### src/rtl/enigma_pkg.sv
// Shared constants and types for the enigma message capture block.
//   SYMB_W    : width of one encoded symbol
//   ADDR_W    : message buffer address width
//   DEPTH     : buffer entries (2**ADDR_W)
//   ALPH_SIZE : legal symbol codes are 0..ALPH_SIZE-1
package enigma_pkg;

    localparam int unsigned SYMB_W    = 6;
    localparam int unsigned ADDR_W    = 4;
    localparam int unsigned DEPTH     = 2 ** ADDR_W;
    localparam int unsigned ALPH_SIZE = 26;

    typedef logic [SYMB_W-1:0] symb_t;

    typedef enum logic [1:0] {
        IDLE,
        CAPTURE,
        DONE
    } cap_state_e;

endpackage

### src/rtl/enigma_msg_ram.sv
// DEPTH x SYMB_W message buffer: one synchronous write port, one registered read port.
// A read of the address being written in the same cycle returns the new symbol.
//   clk     : clock
//   we      : write enable
//   addr    : write address
//   data    : write data
//   rd_en   : read enable; data_o holds when low
//   rd_addr : read address
//   data_o  : registered read data
module enigma_msg_ram
    import enigma_pkg::*;
(
    input  logic              clk,
    input  logic              we,
    input  logic [ADDR_W-1:0] addr,
    input  symb_t             data,
    input  logic              rd_en,
    input  logic [ADDR_W-1:0] rd_addr,
    output symb_t             data_o
);

    symb_t mem [DEPTH];

    always_ff @(posedge clk) begin
        if (we) begin
            mem[addr] <= data;
        end
        if (rd_en) begin
            data_o <= (we && (addr == rd_addr)) ? data : mem[rd_addr];
        end
    end

endmodule

### src/rtl/enigma_msg_capture.sv
// Captures the encoded symbol stream from enigma_1 into a message buffer and
// exposes a registered read port for reading the message back by address.
//   clk_i       : clock, rising edge
//   rst_i       : synchronous reset, active low
//   start_i     : pulse; latch symb_numb, clear status, begin capture
//   symb_numb   : message length in symbols (0 goes straight to DONE)
//   sym_valid_i : sym_i carries a symbol
//   sym_i       : encoded symbol
//   rd_en_i     : read request
//   rd_addr_i   : read address
//   rd_data_o   : read data, one cycle after rd_en_i; 0 beyond captured count
//   rd_valid_o  : rd_data_o valid
//   busy_o      : capturing
//   done_o      : message complete
//   count_o     : symbols captured in the current message
//   overflow_o  : sticky, symbol arrived after the message completed
//   illegal_o   : sticky, a captured symbol was outside the alphabet
module enigma_msg_capture
    import enigma_pkg::*;
(
    input  logic              clk_i,
    input  logic              rst_i,
    input  logic              start_i,
    input  logic [ADDR_W-1:0] symb_numb,
    input  logic              sym_valid_i,
    input  symb_t             sym_i,
    input  logic              rd_en_i,
    input  logic [ADDR_W-1:0] rd_addr_i,
    output symb_t             rd_data_o,
    output logic              rd_valid_o,
    output logic              busy_o,
    output logic              done_o,
    output logic [ADDR_W-1:0] count_o,
    output logic              overflow_o,
    output logic              illegal_o
);

    cap_state_e        state_q, state_d;
    logic [ADDR_W-1:0] count_q, count_d;
    logic [ADDR_W-1:0] target_q, target_d;
    logic              overflow_q, overflow_d;
    logic              illegal_q, illegal_d;
    logic              rd_valid_q;
    logic              rd_hit_q, rd_hit_d;
    logic              wr_en;
    symb_t             ram_data;

    // A symbol coinciding with start_i belongs to neither message and is dropped.
    assign wr_en = (state_q == CAPTURE) && sym_valid_i && !start_i;

    always_comb begin
        state_d    = state_q;
        count_d    = count_q;
        target_d   = target_q;
        overflow_d = overflow_q;
        illegal_d  = illegal_q;

        if (start_i) begin
            count_d    = '0;
            overflow_d = 1'b0;
            illegal_d  = 1'b0;
            target_d   = symb_numb;
            state_d    = (symb_numb != '0) ? CAPTURE : DONE;
        end else begin
            unique case (state_q)
                IDLE: ;
                CAPTURE: begin
                    if (sym_valid_i) begin
                        count_d = count_q + 1'b1;
                        if (sym_i >= SYMB_W'(ALPH_SIZE)) begin
                            illegal_d = 1'b1;
                        end
                        if (count_q + 1'b1 == target_q) begin
                            state_d = DONE;
                        end
                    end
                end
                DONE: begin
                    if (sym_valid_i) begin
                        overflow_d = 1'b1;
                    end
                end
                default: state_d = IDLE;
            endcase
        end
    end

    // Address is readable if already captured, or being captured this very cycle
    // (pairs with the RAM's write-first bypass).
    always_comb begin
        rd_hit_d = rd_hit_q;
        if (rd_en_i) begin
            rd_hit_d = (rd_addr_i < count_q) || (wr_en && (rd_addr_i == count_q));
        end
    end

    always_ff @(posedge clk_i) begin
        if (!rst_i) begin
            state_q    <= IDLE;
            count_q    <= '0;
            target_q   <= '0;
            overflow_q <= 1'b0;
            illegal_q  <= 1'b0;
            rd_valid_q <= 1'b0;
            rd_hit_q   <= 1'b0;
        end else begin
            state_q    <= state_d;
            count_q    <= count_d;
            target_q   <= target_d;
            overflow_q <= overflow_d;
            illegal_q  <= illegal_d;
            rd_valid_q <= rd_en_i;
            rd_hit_q   <= rd_hit_d;
        end
    end

    enigma_msg_ram u_ram (
        .clk     (clk_i),
        .we      (wr_en),
        .addr    (count_q),
        .data    (sym_i),
        .rd_en   (rd_en_i),
        .rd_addr (rd_addr_i),
        .data_o  (ram_data)
    );

    // Buffer is not reset, so gating with the registered hit flag keeps stale or
    // uninitialised entries off the output; both registers hold while rd_en_i is low.
    assign rd_data_o  = rd_hit_q ? ram_data : '0;
    assign rd_valid_o = rd_valid_q;
    assign busy_o     = (state_q == CAPTURE);
    assign done_o     = (state_q == DONE);
    assign count_o    = count_q;
    assign overflow_o = overflow_q;
    assign illegal_o  = illegal_q;

endmodule

### config.mk
export PLATFORM = sky130hd
export DESIGN_NAME = enigma_msg_capture
export DESIGN_NICKNAME = d
export VERILOG_FILES = /design/src/rtl/enigma_pkg.sv /design/src/rtl/enigma_msg_ram.sv /design/src/rtl/enigma_msg_capture.sv
export SDC_FILE = /design/constraint.sdc
export NUM_CORES = 1
export LEC_CHECK = 0
export ABC_AREA = 0
export BUFFER_PORTS_ARGS = -buffer_cell sky130_fd_sc_hd__buf_4
export CAP_MARGIN = 10
export CORE_MARGIN = 2
export CORE_UTILIZATION = 53
export DETAILED_ROUTE_END_ITERATION = 8
export GPL_TIMING_DRIVEN = 0
export PLACE_DENSITY = 0.71
export RECOVER_POWER = 25
export SLEW_MARGIN = 20
export SYNTH_ARGS = -nofsm -noshare
export SYNTH_HDL_FRONTEND = slang
export SYNTH_SLANG_ARGS = --single-unit
### constraint.sdc
create_clock -name clk_i -period 5.5 [get_ports clk_i]
set_input_delay 0.275 -clock clk_i [delete_from_list [all_inputs] [get_ports clk_i]]
set_output_delay 0.275 -clock clk_i [all_outputs]
set_load 0.005 [all_outputs]
# Word-level counts from Yosys, hierarchy flattened

Memories as Yosys holds them, arrays and structs flattened. A register that Yosys moved wholly into a read port is not among the register bits.
Cells that the tools add are included.

Register bits: 14
Bits in writable memories: 96
Output and inout port bits: 15
Word-level logic and storage cells: 40
Memories: 1

Memories:

| memory    | depth | width | read ports | clocked after Yosys merged registers in | write ports | RTL line             | source |
|---|---|---|---|---|---|---|---|
| u_ram.mem | 16    | 6     | 1          | 1                                       | 1           | enigma_msg_ram.sv:22 | `symb_t mem [DEPTH];` |

Add/subtract/negate cells: 1
$lt $le $gt $ge: 2
Eq/ne operators: 7
Mux-type cells: 8
Bitwise gates (word level): 1
Reduce and logical (&&, ||, !) cells: 13

Operators with widths:

| kind                  | number |
|---|---|
| $eq A4 B4 Y1          | 2 |
| $mux W2               | 4 |
| $ge A6 B5 Y1 const B  | 1 |
| $mux W6               | 1 |
| $reduce_and A3 Y1     | 2 |
| $add A4 B1 Y4 const B | 1 |
| $lt A4 B4 Y1          | 1 |
| $pmux W2 S2           | 1 |
| $reduce_and A2 Y1     | 2 |
| $reduce_bool A4 Y1    | 1 |
| $reduce_or A2 Y1      | 2 |
| $logic_and A1 B1 Y1   | 3 |
| $ne A3 B2 Y1 const B  | 1 |
| $ne A3 B3 Y1 const B  | 1 |
| $eq A2 B1 Y1 const B  | 1 |
| $eq A2 B2 Y1 const B  | 1 |
| $logic_not A2 Y1      | 1 |
| $mux W1               | 2 |
| $ne A2 B1 Y1 const B  | 1 |
| $logic_not A1 Y1      | 1 |
| $logic_or A1 B1 Y1    | 1 |
| $not A1 Y1            | 1 |

# Longest topological paths before layout

Depth in word-level cells: 6
Mapped depth: 8
Depth with buffers taken out: 7

# Hierarchy

A second synthesis with hierarchy kept.

Cell total of the unflattened synthesis: 275
Area total of the unflattened synthesis: 4967.3 um^2

Modules (own cells, without submodules):

| module             | instances | cells each | area each (um^2) | seq. area each (um^2) |
|---|---|---|---|---|
| enigma_msg_ram     | 1         | 190        | 4185.3           | 3062.9 |
| enigma_msg_capture | 1         | 85         | 782.0            | 280.3 |

# Worst setup path after synthesis

No wires, ideal clock.

Path type: flip-flop to flip-flop
Start point: register count_o[2] (netlist name)
End point: register u_ram.data_o[0], read port of u_ram.mem, data pin
Library setup time: 268 ps
Arrival: 1614 ps
Required time: 5232 ps
Setup slack: 3618 ps
Stages on the path, launching flop included: 8
Clock period less this slack: 1882 ps
Cells stage by stage: dfxtp_1 -> clkbuf_1 -> inv_1 -> ha_1 -> nand4_1 -> nor2_1 -> clkbuf_1 -> o21ai_0

RTL lines:

| item          | RTL line             | source |
|---|---|---|
| end, declared | enigma_msg_ram.sv:19 | `output symb_t data_o` |

==> metrics.md <==
| Metric | Value |
|---|---|
| Outcome | finished clean |
| Fin. max-slew vios | 0 |
| Clk pwr share | 0.499 |
| Setup violators final | 0 |
| Clk_skew | 0.00739 ns |
| Die area | 0.00981 mm² |
| Slew margin rel. | 0.316 |
| Worst setup path class | register to register |
| Total track usage | 0.205 |
| Crit share post-route | 0.419 |
| Multi-input gate area | 0.00136 mm² |
| Yosys reg bits | 116 |
| Post-DP HPWL | 6330 µm |
| Cts hold-fix bufs | 0 |
| DR iter-0 viols | 162 |
| Simple-gate area share of the yosys netlist | 0.0650 |
| Storage element area | 0.00334 mm² |
| Synth Area in Compound Gates | 0.0313 |
| Sink Count | 116 |
| Synthesis warning total | 0 |
| Maximum vdd drop | 0.000266 V |
| Post-synthesis average cell area | 16.9 µm² |
| Std cell rows | 34 |
| Cells after Synth | 284 |
| Clk_lat worst skew | 0.52 ns |
| Post-synthesis mux area share | 0.153 |
| Horiz. Die Dim | 99.1 µm |
| Pint | 1700 µW |
| Htree depth | 4 |
| CTS-repair resized insts | 0 |
| Final core occ | 0.652 |
| Data required time of the worst path | 5.74 ns |
| Worst EP arrival | 2.55 ns |
| Area delta synth->final | 19.3% |
| Drt pass-1 iters | 4 |
| Share of power burned in registers | 0.455 |
| Synth cell types | 34 |
| P_leak | 0.00197 µW |
| Port Buffers | 32 |
| Final Critical Period | 2.31 ns |
| RSZ-0062 raised after global routing | false |
| Antenna cells | 0 |
| Initial Util | 0.547 |
| Largest net degree at the start of global routing | 19 |
| Io pins | 34 |
| Max cap viols | 0 |
| DRC errors left | 0 |
| Fin. Hold Viols | 0 |
| Drt wl/cell | 20.6 µm |
| Setup TNS | 0 ns |
| Commonest non-fill, non-tap cell in the layout | edfxtp_1 |
| CP Launch Type | register |
| Sw Pwr | 440 µW |
| Core Area | 0.00876 mm² |
| Share of post-route cells with drive strength above 1 | 0.256 |
| CTS buffer count | 17 |
| Vias in the first global route | 2672 |
| ANT nets after route | 0 |
| Switching Share | 0.206 |
| # fillers | 621 |
| Sequential area share after synthesis | 0.698 |
| Crit. End Element | register |
| Hold Crit Class | input pin to register |
| TritonCTS clock tree | yes |
| Combinational fraction of design power | 0.046 |
| Root Buffer | clkbuf_8 |
| XOR/XNOR share of the synthesized area | 0.0128 |
| Pwr dens | 374 mW/mm² |
| Die height | 99.1 µm |
| Bufs on Longest Clock Path | 2 |
| Most frequent cells in the layout | 102 x edfxtp_1, 25 x buf_4, 22 x mux4_2, 20 x nor2_1, 19 x nand2_1 |
| Post-CTS setup buffers | 0 |
| Detailed-route via count | 2599 |
| Netlist Area Pre-Place | 0.00479 mm² |
| Gpl congestion | 0.793 |
| Synth Area in Adders | 0.0209 |
| Worst-path clk slew | 0.06 ns |
| CP Max Fanout | 10 |
| Vias per cell | 5.71 |
| Global-route wire length before repair | 14500 µm |
| Worst slew pin tran | 1.02 ns |
| Syn Nets | 311 |
| Grt ovf | 0 |
| Post-layout net count | 362 |
| Max Clk Rate | 0.434 GHz |
| Largest family of logic cells by synthesized area | multiplexers |
| Routed wire length | 9390 µm |
| Initial antenna violation count | 0 |
synth_stat cells, drive strengths merged:
library cell	count	area [µm²]
o311a	1	10.0
buf	6	33.8
o21ai	14	70.1
nor3	5	25.0
a21oi	6	30.0
nand2	19	71.3
nand2b	2	12.5
inv	9	33.8
ha	8	100
and4bb	1	12.5
o211ai	1	7.51
xnor2	4	35.0
o2111ai	1	8.76
clkbuf	6	23.8
nor2b	6	37.5
edfxtp	102	3060
nand4	1	6.26
nor2	20	75.1
mux2	6	67.6
dfxtp	14	280
nand3	3	15.0
mux2i	9	90.1
xor2	3	26.3
o41ai	1	8.76
a21boi	1	7.51
o21a	1	7.51
and2	8	50.1
or3	1	6.26
mux4	25	574
metrics by stage:
stage | instance area (µm²) | setup slack [ns] | std cells | power (µW) | hold slack (ns)
detailed placement | 5160 | 3.04 | 424 | 1090 | 0.467
CTS | 5740 | 3.18 | 455 | 2150 | 0.0143
global route | 5720 | 3.01 | 455 | 2190 | 0.0573
global placement | 5160 | 3.08 | 424 | 1090 | 0.458
finish | 5720 | 3.19 | 455 | 2140 | 0.0332
floorplan | 4790 | 3.62 | 284 | 1040 | 0.364
cell type report:
cell class                 count  area share
buffer                        12      0.0101
clock buffer                  17      0.0725
clock inverter                14      0.0285
inverter                       9     0.00591
multi-input combinational    147       0.237
sequential                   116       0.585
tap                          108      0.0236
timing repair buffer          32      0.0374
worst max-delay path: stages, from the launching register on:
cell and delay (ns):
dfxtp_1 0.32, clkbuf_1 0.35, inv_1 0.17, ha_1 0.33, nand4_1 0.11, nor2_1 0.23, clkbuf_1 0.32, o21ai_0 0.19
worst paths after layout:
| kind | startpoint | endpoint | slack [ns] | depth (start not counted) |
|---|---|---|---|---|
| setup / recovery | count_o[2] | u_ram.data_o[2] | 3.19 | 7 |
| hold / removal | symb_numb[0] | target_q[0] | 0.03 | 3 |
| setup reg to reg | count_o[2] | u_ram.data_o[2] | 3.19 | 7 |
| hold reg to reg | overflow_o | overflow_o | 0.47 | 2 |
power by group through the flow:
stage / sequential, µW / combinational, µW / clock (µW)
floorplan: 988 / 56.0 / 0
global placement: 989 / 99.3 / 0
detailed placement: 989 / 102 / 0
CTS: 971 / 102 / 1080
global route: 973 / 108 / 1110
finish: 972 / 98.2 / 1070
cells by family after synthesis:
logic type | after synthesis
XOR/XNOR | 7
AO/OA/AOI/OAI | 26
buffers and inverters | 21
flip-flops | 116
multiplexers | 40
adder cells (fa/ha/maj) | 8
AND/OR/NAND/NOR | 66
metal layers:
| layer | GRT usage | up-vias | part of all wire |
|---|---|---|---|
| met5 | 0 | - | 0 |
| met4 | 0.0790 | 0 | 0.017 |
| met3 | 0.0525 | 17 | 0.042 |
| met2 | 0.332 | 70 | 0.51 |
| met1 | 0.270 | 1309 | 0.43 |
| li1 | - | 1203 | - |
registers in the layout, summed over array words and instances, names as in the netlist:
name          flops
illegal_o         1
rd_valid_o        1
count_o           4
target_q          4
u_ram.mem        96
overflow_o        1
rd_hit_q          1
state_q           2
u_ram.data_o      6
Note: power is estimated with default switching activity, not from simulation.
